## config.mk

```make
export PLATFORM = sky130hd
export DESIGN_NAME = ram_port_arbiter
export DESIGN_NICKNAME = d
export VERILOG_FILES = /design/src/rtl/ram_port_arbiter.sv
export SDC_FILE = /design/constraint.sdc
export NUM_CORES = 1
export LEC_CHECK = 0
export CAP_MARGIN = 20
export CORE_MARGIN = 2
export CORE_UTILIZATION = 40
export CTS_CLUSTER_DIAMETER = 80
export CTS_CLUSTER_SIZE = 30
export DETAILED_ROUTE_END_ITERATION = 10
export MAX_ROUTING_LAYER = met4
export PLACE_DENSITY = 0.78
export SYNTH_ARGS = -nofsm -noshare
export SYNTH_HDL_FRONTEND = slang
export SYNTH_SLANG_ARGS = --single-unit
```

## constraint.sdc

```tcl
create_clock -name clk -period 2.2 [get_ports clk]
set_input_delay 0.44 -clock clk [delete_from_list [all_inputs] [get_ports clk]]
set_output_delay 0.44 -clock clk [all_outputs]
set_load 0.005 [all_outputs]
```

## src/rtl/ram_port_arbiter.sv

```systemverilog
// ram_port_arbiter
// Owns the single port of a DSIZE x 2**ASIZE synchronous RAM. The RAM has a
// one-cycle registered read. Two requesters (A, B) share the port through a
// round-robin arbiter, and the block grants at most one access per cycle.
// Read data returns two cycles after the grant. After reset (optional), or on
// clr_start, a zero-fill sweep writes 0 to every word. This is needed because
// the RAM's own reset only clears its output register.
//
// Ports
//   clk, rstn              clock, synchronous active-low reset
//   clr_start / busy       sweep request pulse / sweep in progress
//   req_x, we_x, addr_x,   per-requester access (x = a, b); fields are held
//   wdata_x                until gnt_x
//   gnt_x                  combinational grant, same cycle as req_x
//   rvalid_x, rdata_x      read return pulse / registered data (held)
//   ram_addr, ram_din,     RAM port drive
//   ram_we, ram_en
//   ram_dout               RAM registered read data
module ram_port_arbiter #(
  parameter int DSIZE          = 8,
  parameter int ASIZE          = 10,
  parameter int CLEAR_ON_RESET = 1
) (
  input  logic             clk,
  input  logic             rstn,
  input  logic             clr_start,
  output logic             busy,
  input  logic             req_a,
  input  logic             req_b,
  input  logic             we_a,
  input  logic             we_b,
  input  logic [ASIZE-1:0] addr_a,
  input  logic [ASIZE-1:0] addr_b,
  input  logic [DSIZE-1:0] wdata_a,
  input  logic [DSIZE-1:0] wdata_b,
  output logic             gnt_a,
  output logic             gnt_b,
  output logic             rvalid_a,
  output logic             rvalid_b,
  output logic [DSIZE-1:0] rdata_a,
  output logic [DSIZE-1:0] rdata_b,
  output logic [ASIZE-1:0] ram_addr,
  output logic [DSIZE-1:0] ram_din,
  output logic             ram_we,
  output logic             ram_en,
  input  logic [DSIZE-1:0] ram_dout
);

  localparam int STAGES = 2;
  localparam logic [ASIZE-1:0] CLR_LAST = '1;

  typedef enum logic [1:0] {ST_RESET, ST_CLEAR, ST_RUN} state_t;

  state_t           state, state_nxt;
  logic             prio;          // 0: A preferred, 1: B preferred
  logic [ASIZE-1:0] clr_cnt;
  logic             rd_issue;      // granted read this cycle
  logic [STAGES:1]  vld_pipe;      // read tag valid per stage
  logic [STAGES:1]  own_pipe;      // read tag owner per stage, 1 = B

  always_ff @(posedge clk) begin
    if (!rstn) state <= ST_RESET;
    else       state <= state_nxt;
  end

  always_comb begin
    state_nxt = state;
    busy      = 1'b0;
    gnt_a     = 1'b0;
    gnt_b     = 1'b0;
    ram_we    = 1'b0;
    ram_en    = 1'b0;
    ram_addr  = '0;
    ram_din   = '0;
    case (state)
      ST_RESET: begin
        busy      = (CLEAR_ON_RESET != 0);
        state_nxt = (CLEAR_ON_RESET != 0) ? ST_CLEAR : ST_RUN;
      end
      ST_CLEAR: begin
        busy     = 1'b1;
        ram_we   = 1'b1;
        ram_addr = clr_cnt;
        if (clr_cnt == CLR_LAST) state_nxt = ST_RUN;
      end
      ST_RUN: begin
        gnt_a = req_a & (~req_b | ~prio);
        gnt_b = req_b & (~req_a |  prio);
        if (gnt_a) begin
          ram_we   = we_a;
          ram_en   = ~we_a;
          ram_addr = addr_a;
          ram_din  = we_a ? wdata_a : '0;
        end else if (gnt_b) begin
          ram_we   = we_b;
          ram_en   = ~we_b;
          ram_addr = addr_b;
          ram_din  = we_b ? wdata_b : '0;
        end
        // Arbitration above still happens in the cycle clr_start is seen.
        if (clr_start) state_nxt = ST_CLEAR;
      end
      default: state_nxt = ST_RESET;
    endcase
  end

  assign rd_issue = (gnt_a & ~we_a) | (gnt_b & ~we_b);

  always_ff @(posedge clk) begin
    if (!rstn) begin
      prio     <= 1'b0;
      clr_cnt  <= '0;
      vld_pipe <= '0;
      own_pipe <= '0;
      rvalid_a <= 1'b0;
      rvalid_b <= 1'b0;
      rdata_a  <= '0;
      rdata_b  <= '0;
    end else begin
      // Pointer moves to whoever lost; idle cycles leave it alone.
      if (gnt_a)      prio <= 1'b1;
      else if (gnt_b) prio <= 1'b0;

      if (state == ST_RUN && clr_start)
        clr_cnt <= '0;
      else if (state == ST_CLEAR && clr_cnt != CLR_LAST)
        clr_cnt <= clr_cnt + 1'b1;

      // Tag stage 1 lines up with ram_dout; stage 2 is the registered return.
      // In-flight reads finish even across a CLEAR entry.
      vld_pipe <= {vld_pipe[STAGES-1:1], rd_issue};
      own_pipe <= {own_pipe[STAGES-1:1], gnt_b};
      rvalid_a <= vld_pipe[1] & ~own_pipe[1];
      rvalid_b <= vld_pipe[1] &  own_pipe[1];
      if (vld_pipe[1] && !own_pipe[1]) rdata_a <= ram_dout;
      if (vld_pipe[1] &&  own_pipe[1]) rdata_b <= ram_dout;
    end
  end

endmodule

```

After elaboration in Yosys (flattened, before gate mapping)
Cells that the tools add are included.
{"block": "op_classes", "add_sub_neg": 1, "n_eq_ne": 6, "n_mux": 22, "n_bitwise": 16, "n_reduce_logical": 10}
{"operator": "two-way mux 8 bit", "n": 5}
{"operator": "two-way mux 10 bit", "n": 2}
{"operator": "case mux 10 bit (2 select lines)", "n": 1}
{"operator": "adder 10 x 1 -> 10 bit (second input constant)", "n": 1}
{"operator": "equality test 10 bit (second input constant)", "n": 1}
{"operator": "two-way mux 1 bit", "n": 10}
{"operator": "inequality test 10 bit (second input constant)", "n": 1}
{"operator": "NOT 1 bit", "n": 7}
{"operator": "bitwise AND 1 bit", "n": 6}
{"operator": "case mux 2 bit (3 select lines)", "n": 1}
{"operator": "logical AND 1 bit", "n": 4}
{"operator": "two-way mux 2 bit", "n": 2}
{"operator": "inequality test 2 bit (second input constant)", "n": 2}
{"operator": "OR reduction 2 bit", "n": 2}
{"operator": "bitwise OR 1 bit", "n": 3}
{"operator": "equality test 2 x 1 -> 1 bit (second input constant)", "n": 1}
{"operator": "equality test 2 bit (second input constant)", "n": 1}
{"operator": "logical NOT 2 bit", "n": 1}
{"operator": "case mux 1 bit (2 select lines)", "n": 1}
{"operator": "AND reduction 2 bit", "n": 1}
{"operator": "nonzero test 2 bit", "n": 1}
{"operator": "logical NOT 1 bit", "n": 1}
{"block": "word_totals", "reg_bits": 33, "input_bits": 51, "wordCells": 64}

Longest topological paths before layout
{"block": "logic_depth", "word_depth": 6, "ltp_mapped": 7, "mapped_depth_nobuf": 6}

Worst setup path before layout
Ideal clock, no wire load.
{"block": "synth_timing", "kind": "register to output", "startpoint": "register state[0]", "endpoint": "output ram_addr[2]", "arrival_ns": 1.411, "path_slack_ns": 0.349, "path_stages_with_launch": 7, "path_buffers": 1, "path_cell_list": "dfxtp_1 > inv_1 > ha_1 > and2_1 > buf_2 > a222oi_1 > nor2b_1"}
{"block": "synth_via", "elab_chain_len": 2, "word_cells_on_any_way": 3, "cone_classes": "2 x eq/ne; 1 x mux"}
{"item": "from (decl)", "line_no": "54", "rtl": "state_t state, state_nxt;"}
{"item": "from (signal assigned)", "line_no": "63", "rtl": "else state <= state_nxt;"}
{"item": "equality test 2 bit or equality test 2 x 1 -> 1 bit (tied branches)", "line_no": "75", "rtl": "case (state)"}
{"item": "case mux 10 bit (2 select lines) (*)", "line_no": "75"}
{"item": "to (decl)", "line_no": "42", "rtl": "output logic [ASIZE-1:0] ram_addr,"}
Mark *: on every way between the ends. The rest lies on a longest branch, timed or not.

Worst setup path in the final report
{"block": "layout_timing", "startpoint": "register state[0]", "endpoint": "output ram_addr[3]"}
The elaborated chain is that of the path after synthesis.

==> metrics.md <==
| Metric | Value |
|---|---|
| Filler cells | 367 |
| Drt drc | 0 |
| Post-Syn Instances | 224 |
| Cell Area, Synth | 0.00181 mm² |
| Largest net degree at the start of global routing | 29 |
| Total Nets Final | 381 |
| Fraction of layout instances using a drive strength above 1 | 0.170 |
| Worst Setup Path Type | flop to output port |
| Die extent in x | 71.3 µm |
| Starting DRT DRC Count | 122 |
| Initial antenna violation count | 0 |
| First-pass GRT wire length | 8.97 mm |
| Crit path launch type | flop |
| CTS tree | built |
| Worst slew pin tran | 0.575 ns |
| Post-Route WL | 5.50 mm |
| CTS max path bufs | 2 |
| Tmin final | 2.13 ns |
| # setup viols final | 0 |
| Crit-path cells | buf_4, ha_2, buf_12, a222oi_1, nor2b_1, clkdlybuf4s15_1 |
| Dominant cells by area after synthesis | dfxtp_1 36%, nor2b_1 7.3%, a21boi_0 7.0% |
| First drt pass iteration count | 5 |
| Maxcap violations | 0 |
| RSZ-0062 raised after global routing | true |
| DR vias | 2039 |
| Root Driver | clkbuf_8 |
| Worst-Skew Late Latency | 0.28 ns |
| Vias in the first global route | 1978 |
| Final antenna-violating net count | 0 |
| Crit-path slowest cell | dfxtp_2 |
| Netlist cell types | 35 |
| Cell Area, Placed | 0.00285 mm² |
| Share of the cycle needed by the critical path after routing | 0.968 |
| Via/cell ratio | 5.44 |
| Fmax achieved | 469 MHz |
| Post-synth EDFFs | 0 |
| WHS | 0.466 ns |
| CTS Buf Count | 5 |
| Die area | 0.00508 mm² |
| Placer Congestion | 0.819 |
| Num rows | 24 |
| I/O pin count | 92 |
| Syn_area_per_cell | 8.09 µm² |
| Post-synthesis sequential area ratio | 0.365 |
| Status | completed |
| Crit-path max cell delay | 0.33 ns |
| Worst Skew | 0.00415 ns |
| Top-area cell type share of the netlist area | 0.365 |
| Primary FF master, synth | dfxtp_1 |
| IO buf count | 91 |
| Chip Height | 71.3 µm |
| Final Hold Fails | 0 |
| H-tree depth | 2 |
| CP max FO | 15 |
| Pre-CTS WS | -0.600 ns |
| Critical Path RT | 1.76 ns |
| Core area | 0.00435 mm² |
| R2R setup slack | 0.28 ns |
| LEAKAGE | 1.13 nW |
| Synth Register Bits | 33 |
| Antenna fix cells | 0 |
| Max-slew violation count | 0 |
| Synth cell count leaders | 33 x dfxtp_1, 33 x nand2_1, 21 x nor2b_1, 17 x a21boi_0, 17 x nand3_1 |
| Critical path capture point type | output port |
| Rel. slew slack | 0.616 |
| Post-synth top area cell | dfxtp_1 |
| Hold Crit Class | flop to flop |
| Finished Cell Area | 0.00295 mm² |
| Syn. warnings | 0 |
| Worst setup margin | 0.0696 ns |
| Peak supply drop | 0.000349 V |
| Post-synth ARST share | 0 |
| PwrDens | 612 mW/mm² |
| Initial core utilization | 0.416 |
| Area delta synth->final | 63.1% |
| Routed WL per cell | 14.7 µm |
| # clock sinks | 33 |
| Worst EP arrival | 1.69 ns |
| Total gr overflow | 0 |
| Syn nets | 281 |
| Clk pin slew, worst setup/hold paths | 0.06 ns |
| GRT Resource Usage Total | 0.226 |
| Detail Placement HPWL | 4.02 mm |
==> routing by layer <==
| layer | GRT usage | vias up | part of all wire |
|---|---|---|---|
| met4 | 0.0755 | 0 | 0.015 |
| met5 | - | - | 0 |
| met3 | 0.0647 | 9 | 0.077 |
| met1 | 0.276 | 929 | 0.42 |
| li1 | - | 1008 | - |
| met2 | 0.360 | 93 | 0.49 |
==> critical path: cells and delay by family (launching register included) <==
family	cells	cell delay (ns)
buffers and inverters	3	0.51
DFF	1	0.33
AOI/OAI and AO/OA	1	0.30
adders and majority gates	1	0.19
and+or+nand+nor	1	0.08
==> what timing repair did <==
action,4_1_cts,5_1_grt
cloned,1,0
buffers inserted,5,0
resized for setup,58,19
hold buffers,0,0
endpoints found under the setup margin,23,14
pin swaps,13,9
==> power by group <==
part	switching (mW)	leakage [nW]	internal (mW)
combinational	0.317	0.818	0.398
sequential	0.0443	0.268	0.638
clock	0.202	0.0399	0.208
==> final timing paths <==
kind                           startpoint                 endpoint  depth (start not counted)
hold reg to reg   rdata_a[6]$_SDFFE_PN0P_  rdata_a[6]$_SDFFE_PN0P_                          2
setup / recovery    state[0]$_SDFFE_PN0P_              ram_addr[3]                          6
setup reg to reg    state[0]$_SDFFE_PN0P_  clr_cnt[6]$_SDFFE_PP0P_                          8
hold / removal    rdata_a[6]$_SDFFE_PN0P_  rdata_a[6]$_SDFFE_PN0P_                          2
==> placed cells by master, fill, tap and decap left out, types with 2 or more instances in the layout <==
master / Yosys / layout
dfxtp_2: 0 / 3
and3_1: 5 / 3
buf_4: 0 / 14
a211oi_1: 4 / 4
a21boi_0: 17 / 16
nand2b_1: 3 / 2
ha_1: 6 / 4
and2_1: 5 / 3
or3_1: 2 / 2
buf_12: 0 / 3
buf_2: 3 / 4
a222oi_1: 10 / 10
nand2_1: 33 / 33
dlygate4sd2_1: 0 / 10
and3_4: 0 / 2
nor2b_1: 21 / 21
nand4_1: 5 / 5
nand3_1: 17 / 17
nor3_1: 6 / 6
nor2_1: 6 / 6
clkdlybuf4s50_1: 0 / 65
clkbuf_2: 1 / 9
a22oi_1: 8 / 8
and2_4: 0 / 3
a21oi_1: 7 / 7
o21a_1: 3 / 3
clkbuf_8: 0 / 5
dlymetal6s2s_1: 0 / 2
dfxtp_1: 33 / 30
inv_1: 4 / 3
==> through the flow <==
step	setup TNS, ns	std cells	power (mW)	util
final	0	375	1.81	0.678
after global placement	-9.87	363	1.38	0.655
after CTS	0	375	1.80	0.682
after floorplan	0	224	1.02	-
after global routing	-0.00615	375	1.90	0.678
after detailed placement	-11.26	363	1.39	0.655
==> logic make-up (layout without fill, tap and decap cells) <==
family | Yosys count | after routing | synth area share
AND/OR/NAND/NOR | 110 | 111 | 0.317
AO/OA/AOI/OAI | 54 | 54 | 0.228
flip-flops | 33 | 33 | 0.365
buffers and inverters | 20 | 118 | 0.0442
adder cells (fa/ha/maj) | 6 | 6 | 0.0414
XOR/XNOR | 1 | 1 | 0.00484
==> sequential cells by signal (all words and copies together), names as in the netlist <==
name and cells:
clr_cnt 10, state 2, rdata_b 8, prio 1
rdata_a 8, own_pipe 1, rvalid_a 1, rvalid_b 1
vld_pipe 1
==> area by class of cell <==
type,instances,area [µm²],area share
well taps,52,65.1,0.0220
inverters,4,15.0,0.00508
multi-input cells,172,1130,0.383
clock buffers,5,68.8,0.0233
repair buffers,108,1000,0.340
flip-flops and latches,33,664,0.225
clock inverters,1,5.00,0.00169
No activity file was read; power rests on OpenSTA's default activity.
